`src/rtl/ddr_port_arbiter_if.sv`:
```
// Core-side (I/D masters) and ram-side signal bundle around ddr_port_arbiter.
// slave = arbiter view, master = environment view (core masters plus ram wrapper).
interface ddr_port_arbiter_if #(
    parameter int ADDR_W = 29,
    parameter int DATA_W = 32
);
    logic              i_req;
    logic [ADDR_W-1:0] i_addr;
    logic              i_gnt;
    logic              i_rvalid;
    logic [DATA_W-1:0] i_rdata;
    logic              d_req;
    logic              d_we;
    logic [ADDR_W-1:0] d_addr;
    logic [DATA_W-1:0] d_wdata;
    logic              d_gnt;
    logic              d_rvalid;
    logic [DATA_W-1:0] d_rdata;
    logic [ADDR_W-1:0] ram_addr;
    logic [DATA_W-1:0] ram_wdata;
    logic              ram_read_req;
    logic              ram_write_req;
    logic              ram_read_ready;
    logic              ram_write_ready;
    logic              ram_stall;
    logic              ram_rvalid;
    logic [DATA_W-1:0] ram_rdata;

    modport slave (
        input  i_req, i_addr, d_req, d_we, d_addr, d_wdata,
               ram_read_ready, ram_write_ready, ram_stall, ram_rvalid, ram_rdata,
        output i_gnt, i_rvalid, i_rdata, d_gnt, d_rvalid, d_rdata,
               ram_addr, ram_wdata, ram_read_req, ram_write_req
    );

    modport master (
        output i_req, i_addr, d_req, d_we, d_addr, d_wdata,
               ram_read_ready, ram_write_ready, ram_stall, ram_rvalid, ram_rdata,
        input  i_gnt, i_rvalid, i_rdata, d_gnt, d_rvalid, d_rdata,
               ram_addr, ram_wdata, ram_read_req, ram_write_req
    );
endinterface

```
`src/rtl/ddr_port_arbiter.sv`:
```
// Round-robin arbiter sharing one DDR ram port between I-fetch and D masters, one transaction in flight.
// Optional read watchdog enabled by defining DDR_ARB_TIMEOUT_EN (adds TIMEOUT_CYCLES and timeout_err).
module ddr_port_arbiter #(
    parameter int ADDR_W         = 29,
`ifdef DDR_ARB_TIMEOUT_EN
    parameter int TIMEOUT_CYCLES = 1024,
`endif
    parameter int DATA_W         = 32
) (
    input  logic clk,
    input  logic rst_n,
`ifdef DDR_ARB_TIMEOUT_EN
    output logic timeout_err,
`endif
    ddr_port_arbiter_if.slave bus
);
    typedef enum logic [1:0] {
        ST_IDLE    = 2'd0,
        ST_ISSUE   = 2'd1,
        ST_WAIT_RD = 2'd2
    } state_e;

    localparam logic OWN_I = 1'b0;
    localparam logic OWN_D = 1'b1;

    state_e            state_q, state_d;
    logic              last_owner_q, last_owner_d;
    logic              owner_q, owner_d;
    logic              we_q, we_d;
    logic [ADDR_W-1:0] addr_q, addr_d;
    logic [DATA_W-1:0] wdata_q, wdata_d;
    logic              rd_req_q, rd_req_d;
    logic              wr_req_q, wr_req_d;
    logic              i_gnt_q, i_gnt_d;
    logic              d_gnt_q, d_gnt_d;
    logic [DATA_W-1:0] i_rdata_q, i_rdata_d;
    logic [DATA_W-1:0] d_rdata_q, d_rdata_d;

    logic              i_qual_s, d_qual_s;
    logic              grant_i_s, grant_d_s;
    logic              rsp_s, expire_s, done_s;
    logic              i_rvalid_s, d_rvalid_s;
    logic [DATA_W-1:0] rsp_data_s;

`ifdef DDR_ARB_TIMEOUT_EN
    localparam logic [15:0] TMO_LAST = 16'(TIMEOUT_CYCLES - 1);
    logic [15:0] cnt_q, cnt_d;

    // Watchdog: cleared while issuing so WAIT_RD starts at zero, counts every WAIT_RD cycle.
    always_comb begin
        cnt_d = cnt_q;
        if (state_q == ST_ISSUE) begin
            cnt_d = 16'd0;
        end else if (state_q == ST_WAIT_RD) begin
            cnt_d = cnt_q + 16'd1;
        end else begin
            cnt_d = cnt_q;
        end
    end

    // Watchdog counter register.
    always_ff @(posedge clk or negedge rst_n) begin
        if (!rst_n) begin
            cnt_q <= 16'd0;
        end else begin
            cnt_q <= cnt_d;
        end
    end

    // A real response on the expiry cycle takes priority over the timeout.
    assign expire_s    = (state_q == ST_WAIT_RD) && !bus.ram_rvalid && (cnt_q == TMO_LAST);
    assign timeout_err = expire_s;
`else
    assign expire_s = 1'b0;
`endif

    // Read completion and routing to the owning master; rdata is a same-cycle pass-through.
    always_comb begin
        rsp_s      = (state_q == ST_WAIT_RD) && bus.ram_rvalid;
        done_s     = rsp_s || expire_s;
        rsp_data_s = rsp_s ? bus.ram_rdata : {DATA_W{1'b0}};
        i_rvalid_s = done_s && (owner_q == OWN_I);
        d_rvalid_s = done_s && (owner_q == OWN_D);
        i_rdata_d  = i_rvalid_s ? rsp_data_s : i_rdata_q;
        d_rdata_d  = d_rvalid_s ? rsp_data_s : d_rdata_q;
    end

    // Request qualification, round-robin pick and FSM next state.
    always_comb begin
        state_d      = state_q;
        last_owner_d = last_owner_q;
        owner_d      = owner_q;
        we_d         = we_q;
        addr_d       = addr_q;
        wdata_d      = wdata_q;
        rd_req_d     = 1'b0;
        wr_req_d     = 1'b0;
        i_gnt_d      = 1'b0;
        d_gnt_d      = 1'b0;

        i_qual_s  = bus.i_req && !bus.ram_stall && bus.ram_read_ready;
        d_qual_s  = bus.d_req && !bus.ram_stall &&
                    (bus.d_we ? bus.ram_write_ready : bus.ram_read_ready);
        grant_i_s = i_qual_s && (!d_qual_s || (last_owner_q == OWN_D));
        grant_d_s = d_qual_s && !grant_i_s;

        case (state_q)
            ST_IDLE: begin
                if (grant_i_s) begin
                    owner_d      = OWN_I;
                    last_owner_d = OWN_I;
                    we_d         = 1'b0;
                    addr_d       = bus.i_addr;
                    rd_req_d     = 1'b1;
                    i_gnt_d      = 1'b1;
                    state_d      = ST_ISSUE;
                end else if (grant_d_s) begin
                    owner_d      = OWN_D;
                    last_owner_d = OWN_D;
                    we_d         = bus.d_we;
                    addr_d       = bus.d_addr;
                    wdata_d      = bus.d_wdata;
                    rd_req_d     = !bus.d_we;
                    wr_req_d     = bus.d_we;
                    d_gnt_d      = 1'b1;
                    state_d      = ST_ISSUE;
                end else begin
                    state_d = ST_IDLE;
                end
            end
            ST_ISSUE: begin
                state_d = we_q ? ST_IDLE : ST_WAIT_RD;
            end
            ST_WAIT_RD: begin
                if (done_s) begin
                    state_d = ST_IDLE;
                end else begin
                    state_d = ST_WAIT_RD;
                end
            end
            default: begin
                state_d = ST_IDLE;
            end
        endcase
    end

    // State and registered ram/grant outputs; last_owner resets to D so I wins the first tie.
    always_ff @(posedge clk or negedge rst_n) begin
        if (!rst_n) begin
            state_q      <= ST_IDLE;
            last_owner_q <= OWN_D;
            owner_q      <= OWN_I;
            we_q         <= 1'b0;
            addr_q       <= {ADDR_W{1'b0}};
            wdata_q      <= {DATA_W{1'b0}};
            rd_req_q     <= 1'b0;
            wr_req_q     <= 1'b0;
            i_gnt_q      <= 1'b0;
            d_gnt_q      <= 1'b0;
            i_rdata_q    <= {DATA_W{1'b0}};
            d_rdata_q    <= {DATA_W{1'b0}};
        end else begin
            state_q      <= state_d;
            last_owner_q <= last_owner_d;
            owner_q      <= owner_d;
            we_q         <= we_d;
            addr_q       <= addr_d;
            wdata_q      <= wdata_d;
            rd_req_q     <= rd_req_d;
            wr_req_q     <= wr_req_d;
            i_gnt_q      <= i_gnt_d;
            d_gnt_q      <= d_gnt_d;
            i_rdata_q    <= i_rdata_d;
            d_rdata_q    <= d_rdata_d;
        end
    end

    assign bus.ram_addr      = addr_q;
    assign bus.ram_wdata     = wdata_q;
    assign bus.ram_read_req  = rd_req_q;
    assign bus.ram_write_req = wr_req_q;
    assign bus.i_gnt         = i_gnt_q;
    assign bus.d_gnt         = d_gnt_q;
    assign bus.i_rvalid      = i_rvalid_s;
    assign bus.d_rvalid      = d_rvalid_s;
    assign bus.i_rdata       = i_rdata_d;
    assign bus.d_rdata       = d_rdata_d;
endmodule

```
`src/flat_wrapper.sv`:
```
// flat-port wrapper written by rule: the top's interface ports become plain ports
module ddr_port_arbiter_flat 
#(
    parameter int ADDR_W         = 29,

    parameter int DATA_W         = 32
)
  (clk, rst_n, bus_i_req, bus_i_addr, bus_d_req, bus_d_we, bus_d_addr, bus_d_wdata, bus_ram_read_ready, bus_ram_write_ready, bus_ram_stall, bus_ram_rvalid, bus_ram_rdata, bus_i_gnt, bus_i_rvalid, bus_i_rdata, bus_d_gnt, bus_d_rvalid, bus_d_rdata, bus_ram_addr, bus_ram_wdata, bus_ram_read_req, bus_ram_write_req);
  ddr_port_arbiter_if #(.ADDR_W(ADDR_W), .DATA_W(DATA_W)) bus_i ();
  input  logic clk;
  input  logic rst_n;
  input wire logic [$bits(bus_i.i_req)-1:0] bus_i_req;
  input wire logic [$bits(bus_i.i_addr)-1:0] bus_i_addr;
  input wire logic [$bits(bus_i.d_req)-1:0] bus_d_req;
  input wire logic [$bits(bus_i.d_we)-1:0] bus_d_we;
  input wire logic [$bits(bus_i.d_addr)-1:0] bus_d_addr;
  input wire logic [$bits(bus_i.d_wdata)-1:0] bus_d_wdata;
  input wire logic [$bits(bus_i.ram_read_ready)-1:0] bus_ram_read_ready;
  input wire logic [$bits(bus_i.ram_write_ready)-1:0] bus_ram_write_ready;
  input wire logic [$bits(bus_i.ram_stall)-1:0] bus_ram_stall;
  input wire logic [$bits(bus_i.ram_rvalid)-1:0] bus_ram_rvalid;
  input wire logic [$bits(bus_i.ram_rdata)-1:0] bus_ram_rdata;
  output wire logic [$bits(bus_i.i_gnt)-1:0] bus_i_gnt;
  output wire logic [$bits(bus_i.i_rvalid)-1:0] bus_i_rvalid;
  output wire logic [$bits(bus_i.i_rdata)-1:0] bus_i_rdata;
  output wire logic [$bits(bus_i.d_gnt)-1:0] bus_d_gnt;
  output wire logic [$bits(bus_i.d_rvalid)-1:0] bus_d_rvalid;
  output wire logic [$bits(bus_i.d_rdata)-1:0] bus_d_rdata;
  output wire logic [$bits(bus_i.ram_addr)-1:0] bus_ram_addr;
  output wire logic [$bits(bus_i.ram_wdata)-1:0] bus_ram_wdata;
  output wire logic [$bits(bus_i.ram_read_req)-1:0] bus_ram_read_req;
  output wire logic [$bits(bus_i.ram_write_req)-1:0] bus_ram_write_req;
  assign bus_i.i_req = bus_i_req;
  assign bus_i.i_addr = bus_i_addr;
  assign bus_i.d_req = bus_d_req;
  assign bus_i.d_we = bus_d_we;
  assign bus_i.d_addr = bus_d_addr;
  assign bus_i.d_wdata = bus_d_wdata;
  assign bus_i.ram_read_ready = bus_ram_read_ready;
  assign bus_i.ram_write_ready = bus_ram_write_ready;
  assign bus_i.ram_stall = bus_ram_stall;
  assign bus_i.ram_rvalid = bus_ram_rvalid;
  assign bus_i.ram_rdata = bus_ram_rdata;
  assign bus_i_gnt = bus_i.i_gnt;
  assign bus_i_rvalid = bus_i.i_rvalid;
  assign bus_i_rdata = bus_i.i_rdata;
  assign bus_d_gnt = bus_i.d_gnt;
  assign bus_d_rvalid = bus_i.d_rvalid;
  assign bus_d_rdata = bus_i.d_rdata;
  assign bus_ram_addr = bus_i.ram_addr;
  assign bus_ram_wdata = bus_i.ram_wdata;
  assign bus_ram_read_req = bus_i.ram_read_req;
  assign bus_ram_write_req = bus_i.ram_write_req;
  ddr_port_arbiter #(.ADDR_W(ADDR_W), .DATA_W(DATA_W)) u_core (.clk(clk), .rst_n(rst_n), .bus(bus_i));
endmodule
```
`config.mk`:
```
export PLATFORM = sky130hd
export DESIGN_NAME = ddr_port_arbiter_flat
export DESIGN_NICKNAME = d
export VERILOG_FILES = /design/src/rtl/ddr_port_arbiter_if.sv /design/src/rtl/ddr_port_arbiter.sv /design/src/flat_wrapper.sv
export SDC_FILE = /design/constraint.sdc
export NUM_CORES = 1
export LEC_CHECK = 0
export BUFFER_PORTS_ARGS = -buffer_cell sky130_fd_sc_hd__buf_2
export CAP_MARGIN = 25
export CORE_MARGIN = 2
export CORE_UTILIZATION = 45
export DETAILED_ROUTE_END_ITERATION = 12
export PLACE_DENSITY_LB_ADDON = 0.12
export SLEW_MARGIN = 0
export SYNTH_ARGS = -nofsm -noshare
export SYNTH_HDL_FRONTEND = slang
export SYNTH_SLANG_ARGS = --single-unit
```
`constraint.sdc`:
```
create_clock -name clk -period 3 [get_ports clk]
set_clock_uncertainty 0.1 [all_clocks]
set_input_delay 0.6 -clock clk [delete_from_list [all_inputs] [get_ports clk]]
set_output_delay 0.6 -clock clk [all_outputs]
set_load 0.005 [all_outputs]
```
# [Word-level counts from Yosys, hierarchy flattened]
# Index checks and enable logic that the tools add are counted.
[totals] reg_bits=134 latchBits=0 mem_bits_rw=0 mem_bits_ro=0 n_memories=0
[op_classes] n_addsub=0 n_mul=0 div=0 n_lt_le_gt_ge=0 eq_ne=2 n_shift=0 muxes=26 bitwise_logic=2 reduce_logical=18
[ops] op="$mux 32" n=3
[ops] op="$mux 29" n=2
[ops] op="$mux 1" n=17
[ops] op="$logic_and 1x1->1" n=9
[ops] op="$mux 2" n=3
[ops] op="$pmux 2 s3" n=1
[ops] op="$logic_not 1->1" n=4
[ops] op="$reduce_and 3->1" n=1
[ops] op="$eq 2x1->1 const B" n=1
[ops] op="$eq 2x2->1 const B" n=1
[ops] op="$logic_not 2->1" n=1
[ops] op="$not 1->1" n=2
[ops] op="$reduce_and 2->1" n=1
[ops] op="$reduce_bool 2->1" n=1
[ops] op="$logic_or 1x1->1" n=1

# [Longest topological paths before layout]
[logic_depth] word_depth=11 depth_mapped=6

# [Least setup slack after synthesis]
# No wires, ideal clock.
[synth_path] path_type="register to output" startpoint="register u_core.state_q[0]" endpoint="output port bus_i_rdata[22]" arrival_ns=1.526 required_ns=2.300 slack_ns=0.774 path_stages_with_launch=5 n_path_buf=1 cell_sequence="dfrtp_1 > nand2b_1 > nor3b_2 > buf_2 > mux2_2"
[synth_via] elab_chain_len=4
[synth_lines] element="from (decl)" line_no="ddr_port_arbiter.sv:26" source="state_e state_q, state_d;"
[synth_lines] element="from (signal assigned)" line_no="ddr_port_arbiter.sv:163" source="state_q <= state_d;"
[synth_lines] element="$eq 2x2->1" line_no="ddr_port_arbiter.sv:79" source="rsp_s = (state_q == ST_WAIT_RD) && bus.ram_rvalid;"
[synth_lines] element="$logic_and 1x1->1" line_no="ddr_port_arbiter.sv:79"
[synth_lines] element="$logic_and 1x1->1" line_no="ddr_port_arbiter.sv:82" source="i_rvalid_s = done_s && (owner_q == OWN_I);"
[synth_lines] element="net bus_i_rvalid" line_no="flat_wrapper.sv:24" source="output wire logic [$bits(bus_i.i_rvalid)-1:0] bus_i_rvalid;"
[synth_lines] element="$mux 32" line_no="ddr_port_arbiter.sv:84" source="i_rdata_d = i_rvalid_s ? rsp_data_s : i_rdata_q;"
[synth_lines] element="to (decl)" line_no="flat_wrapper.sv:25" source="output wire logic [$bits(bus_i.i_rdata)-1:0] bus_i_rdata;"
# The timed path passes the listed nets, and every way through them passes these cells.

# [Worst setup path after layout]
[layout_path] startpoint="register u_core.state_q[0]" endpoint="output port bus_i_rdata[24]"
[layout_via] elab_chain_len=4
[layout_lines] element="$eq 2x2->1 (*)" line_no="ddr_port_arbiter.sv:79"
[layout_lines] element="$logic_and 1x1->1 (*)" line_no="ddr_port_arbiter.sv:79"
[layout_lines] element="$mux 32 / $logic_and 1x1->1 (equally long branches)" line_no="ddr_port_arbiter.sv:81, ddr_port_arbiter.sv:82"
[layout_lines] element="$mux 32 (*)" line_no="ddr_port_arbiter.sv:84"
# Every way passes the cells marked *; elsewhere a longest branch is shown, timed or not.

==> summary.md <==
| Metric | Value |
|---|---|
| Power density over cell area | 927 mW/mm^2 |
| Post-route insts no fill | 885 |
| Number of cells after detailed placement | 853 |
| CP Data Required Time | 2.30 ns |
| TritonCTS clock tree | built |
| HP Class | primary input to async pin |
| Root buf cell | sky130_fd_sc_hd__clkbuf_16 |
| Average wire length per cell after detail routing | 18.3 um |
| Number of design rule violations left after detail routing | 0 |
| Synth async-reset ratio | 100% |
| Synthesized netlist net count | 579 |
| Grt total ovfl | 0 |
| Post-synthesis average cell area | 13.3 sq um |
| Via count | 4880 |
| Pre-CTS WS | 0.561 ns |
| Crit path launch type | register |
| Vias/cell | 5.51 |
| Max cap viols | 0 |
| Max Buffers Root-to-Sink | 2 |
| Final hold vios | 0 |
| Number of nets in the layout | 827 |
| Static leakage | 3.77 nW |
| Category of the most critical setup path | register to output port |
| Initial antenna violation count | 0 |
| Drt first pass iters | 5 |
| Critical path endpoint category | output port |
| Final critical-path setup slack | 0.206 ns |
| Number of global-route vias before repair | 4985 |
| Final weighted congestion of routability-driven global placement | 0.759 |
| Number of enable-type register cells in the synthesized netlist | 0 |
| Final core occ | 61.8% |
| Synth Flop Type | sky130_fd_sc_hd__dfrtp_1 |
| Tightest slew margin relative to the limit | 31.5% |
| Total setup violations reported at the end of the flow | 0 |
| Total Routed Length | 16200 um |
| Total Negative Setup Slacks | 0 ns |
| Hold-fix buffers, CTS | 0 |
| Synth Cell Area | 0.00595 sq mm |
| Unrepaired setup endpoints after global routing | no |
| Ant. Diodes | 0 |
| Tmin final | 2.79 ns |
| Post-route ant nets | 0 |
| Max Clk Rate | 358 MHz |
| CTS sink count | 134 |
| Cells after synthesis | 448 |
| I/O Buffers | 261 |
| Setup Fix Bufs, Post-CTS | 0 |
| Final critical-path share of the clock period | 93.1% |
| Clk pin slew, worst setup/hold paths | 0.06 ns |
| Layout cells sized above 1 | 58.4% |
| Total global-route track usage | 23.0% |
| Post-cts repair resize count | 0 |
| Placed Area | 0.00741 sq mm |
| Die Height | 119 um |
| Total count of max-transition violations in the final report | 0 |
| Pin count of the biggest net entering global routing | 60 |
| Arrival time at the worst endpoint | 2.09 ns |
| Starting DRT DRC Count | 393 |
| Global-route wire length before repair | 25600 um |
| Top fanout value on the critical path | 33 |
| Area overhead of the layout relative to synthesis | 35.9% |
| Initial standard-cell utilization of the core | 45.5% |
| Placeable core area | 0.0131 sq mm |
| Flip-flop and latch count after synthesis | 134 |
| TritonCTS Buffers | 17 |
| Worst-margin pin slew | 1.03 ns |
| Number of H-tree branching levels | 4 |
| Die outline area | 0.0142 sq mm |
| Worst ir drop on vdd | 0.000574 V |
| Number of distinct standard cells referenced by the synthesized netlist | 31 |
| Final instance area | 0.00809 sq mm |
| Source-to-sink clock delay at the later pin of the worst-skew pair | 0.41 ns |
| Half-perimeter wire length after placement | 11100 um |
| X dimension of the die | 119 um |
| Count of pins on the block boundary | 262 |
| Yosys warns | 0 |
| Outcome | complete, no violations |
| Sequential share of the synthesized area | 56.4% |
| FP Rows | 42 |
## worst max-delay path, stage by stage, from the launching register on
cell                       delay [ns]
sky130_fd_sc_hd__dfrtp_1         0.46
sky130_fd_sc_hd__nand2b_1        0.23
sky130_fd_sc_hd__nor3b_4         0.24
sky130_fd_sc_hd__buf_12          0.23
sky130_fd_sc_hd__mux2_2          0.38
sky130_fd_sc_hd__buf_2           0.13
## power by group
part / switching, W / internal (W) / total [W]
Combinational: 0.00105 / 0.00123 / 0.00229
Clock: 0.000801 / 0.00153 / 0.00233
Sequential: 0.000311 / 0.00256 / 0.00288
Total: 0.00217 / 0.00533 / 0.00750
## registers in the layout (all words and copies together) (netlist names)
| signal | cells |
|---|---|
| u_core.bus.d_gnt | 1 |
| u_core.d_rdata_q | 32 |
| u_core.last_owner_q | 1 |
| u_core.bus.ram_read_req | 1 |
| u_core.bus.ram_wdata | 32 |
| u_core.i_rdata_q | 32 |
| u_core.state_q | 2 |
| u_core.owner_q | 1 |
| u_core.we_q | 1 |
| u_core.bus.i_gnt | 1 |
| u_core.bus.ram_addr | 29 |
| u_core.bus.ram_write_req | 1 |
## layout by cell type, fill, tap and decap left out, types with 13 or more instances in the layout
cell type / Yosys / routed
sky130_fd_sc_hd__a221oi_1: 29 / 29
sky130_fd_sc_hd__a31oi_1: 29 / 29
sky130_fd_sc_hd__a32oi_1: 29 / 29
sky130_fd_sc_hd__buf_2: 18 / 260
sky130_fd_sc_hd__buf_4: 0 / 13
sky130_fd_sc_hd__clkbuf_16: 0 / 17
sky130_fd_sc_hd__dfrtp_1: 133 / 133
sky130_fd_sc_hd__mux2_2: 96 / 96
sky130_fd_sc_hd__nor2b_1: 30 / 29
sky130_fd_sc_hd__o211ai_1: 29 / 29
## cells in the mapped netlist (all sizes together) (2+ instances only)
cell    number  share of area, %
a21o         2              0.25
a221oi      29               4.3
a31oi       29               3.0
a32oi       29               4.3
buf         22               2.3
clkbuf      25               1.6
dfrtp      133                56
inv          3              0.19
mux2        97                18
nor2         2              0.13
nor2b       30               3.2
o211ai      29               3.7
o21ai        2              0.17
## layout make-up
| cell class | count | area (sq um) |
|---|---|---|
| clock buffers | 19 | 453 |
| clock inverters | 13 | 218 |
| fillers | 1098 | 5000 |
| inverters | 3 | 11.3 |
| multi-input cells | 264 | 2380 |
| flip-flops and latches | 134 | 3350 |
| well taps | 176 | 220 |
| repair buffers | 276 | 1450 |
## path summary, 6_finish.rpt
path | startpoint | end | slack, ns | depth (start not counted)
min in group clk | bus_d_wdata[13] | u_core.bus.ram_wdata[13]$_DFFE_PN0P_ | 0.31 | 2
max | u_core.state_q[0]$_DFF_PN0_ | bus_i_rdata[24] | 0.21 | 5
min | rst_n | u_core.bus.ram_addr[12]$_DFFE_PN0P_ | 0.03 | 1
max in group asynchronous | rst_n | u_core.d_rdata_q[11]$_DFF_PN0_ | 2.06 | 2
min reg2reg | u_core.i_rdata_q[1]$_DFF_PN0_ | u_core.i_rdata_q[1]$_DFF_PN0_ | 0.39 | 1
max reg2reg | u_core.state_q[0]$_DFF_PN0_ | u_core.bus.ram_addr[23]$_DFFE_PN0P_ | 0.73 | 5
## cells by family (layout without fill, tap and decap cells)
group / after synthesis / in the layout / share of synthesized area, %
compound gates: 124 / 124 / 16.3
buf+inv: 50 / 311 / 4.04
flops: 134 / 134 / 56.4
mux: 98 / 98 / 18.6
simple gates: 42 / 42 / 4.67
## metrics by stage
step | hold WS (ns) | total power (W)
finish | 0.0295 | 0.00750
global route | 0.0687 | 0.00794
CTS | 0.0570 | 0.00758
detailed placement | 0.381 | 0.00521
global placement | 0.378 | 0.00515
floorplan | 0.204 | 0.00403
## routing by layer
layer	GRT usage [%]	share of wire, %
met5	0	0
met2	37.2	49
met1	28.7	41
met3	7.14	8.4
met4	9.52	2.3
(Power assumes the default switching activity.)
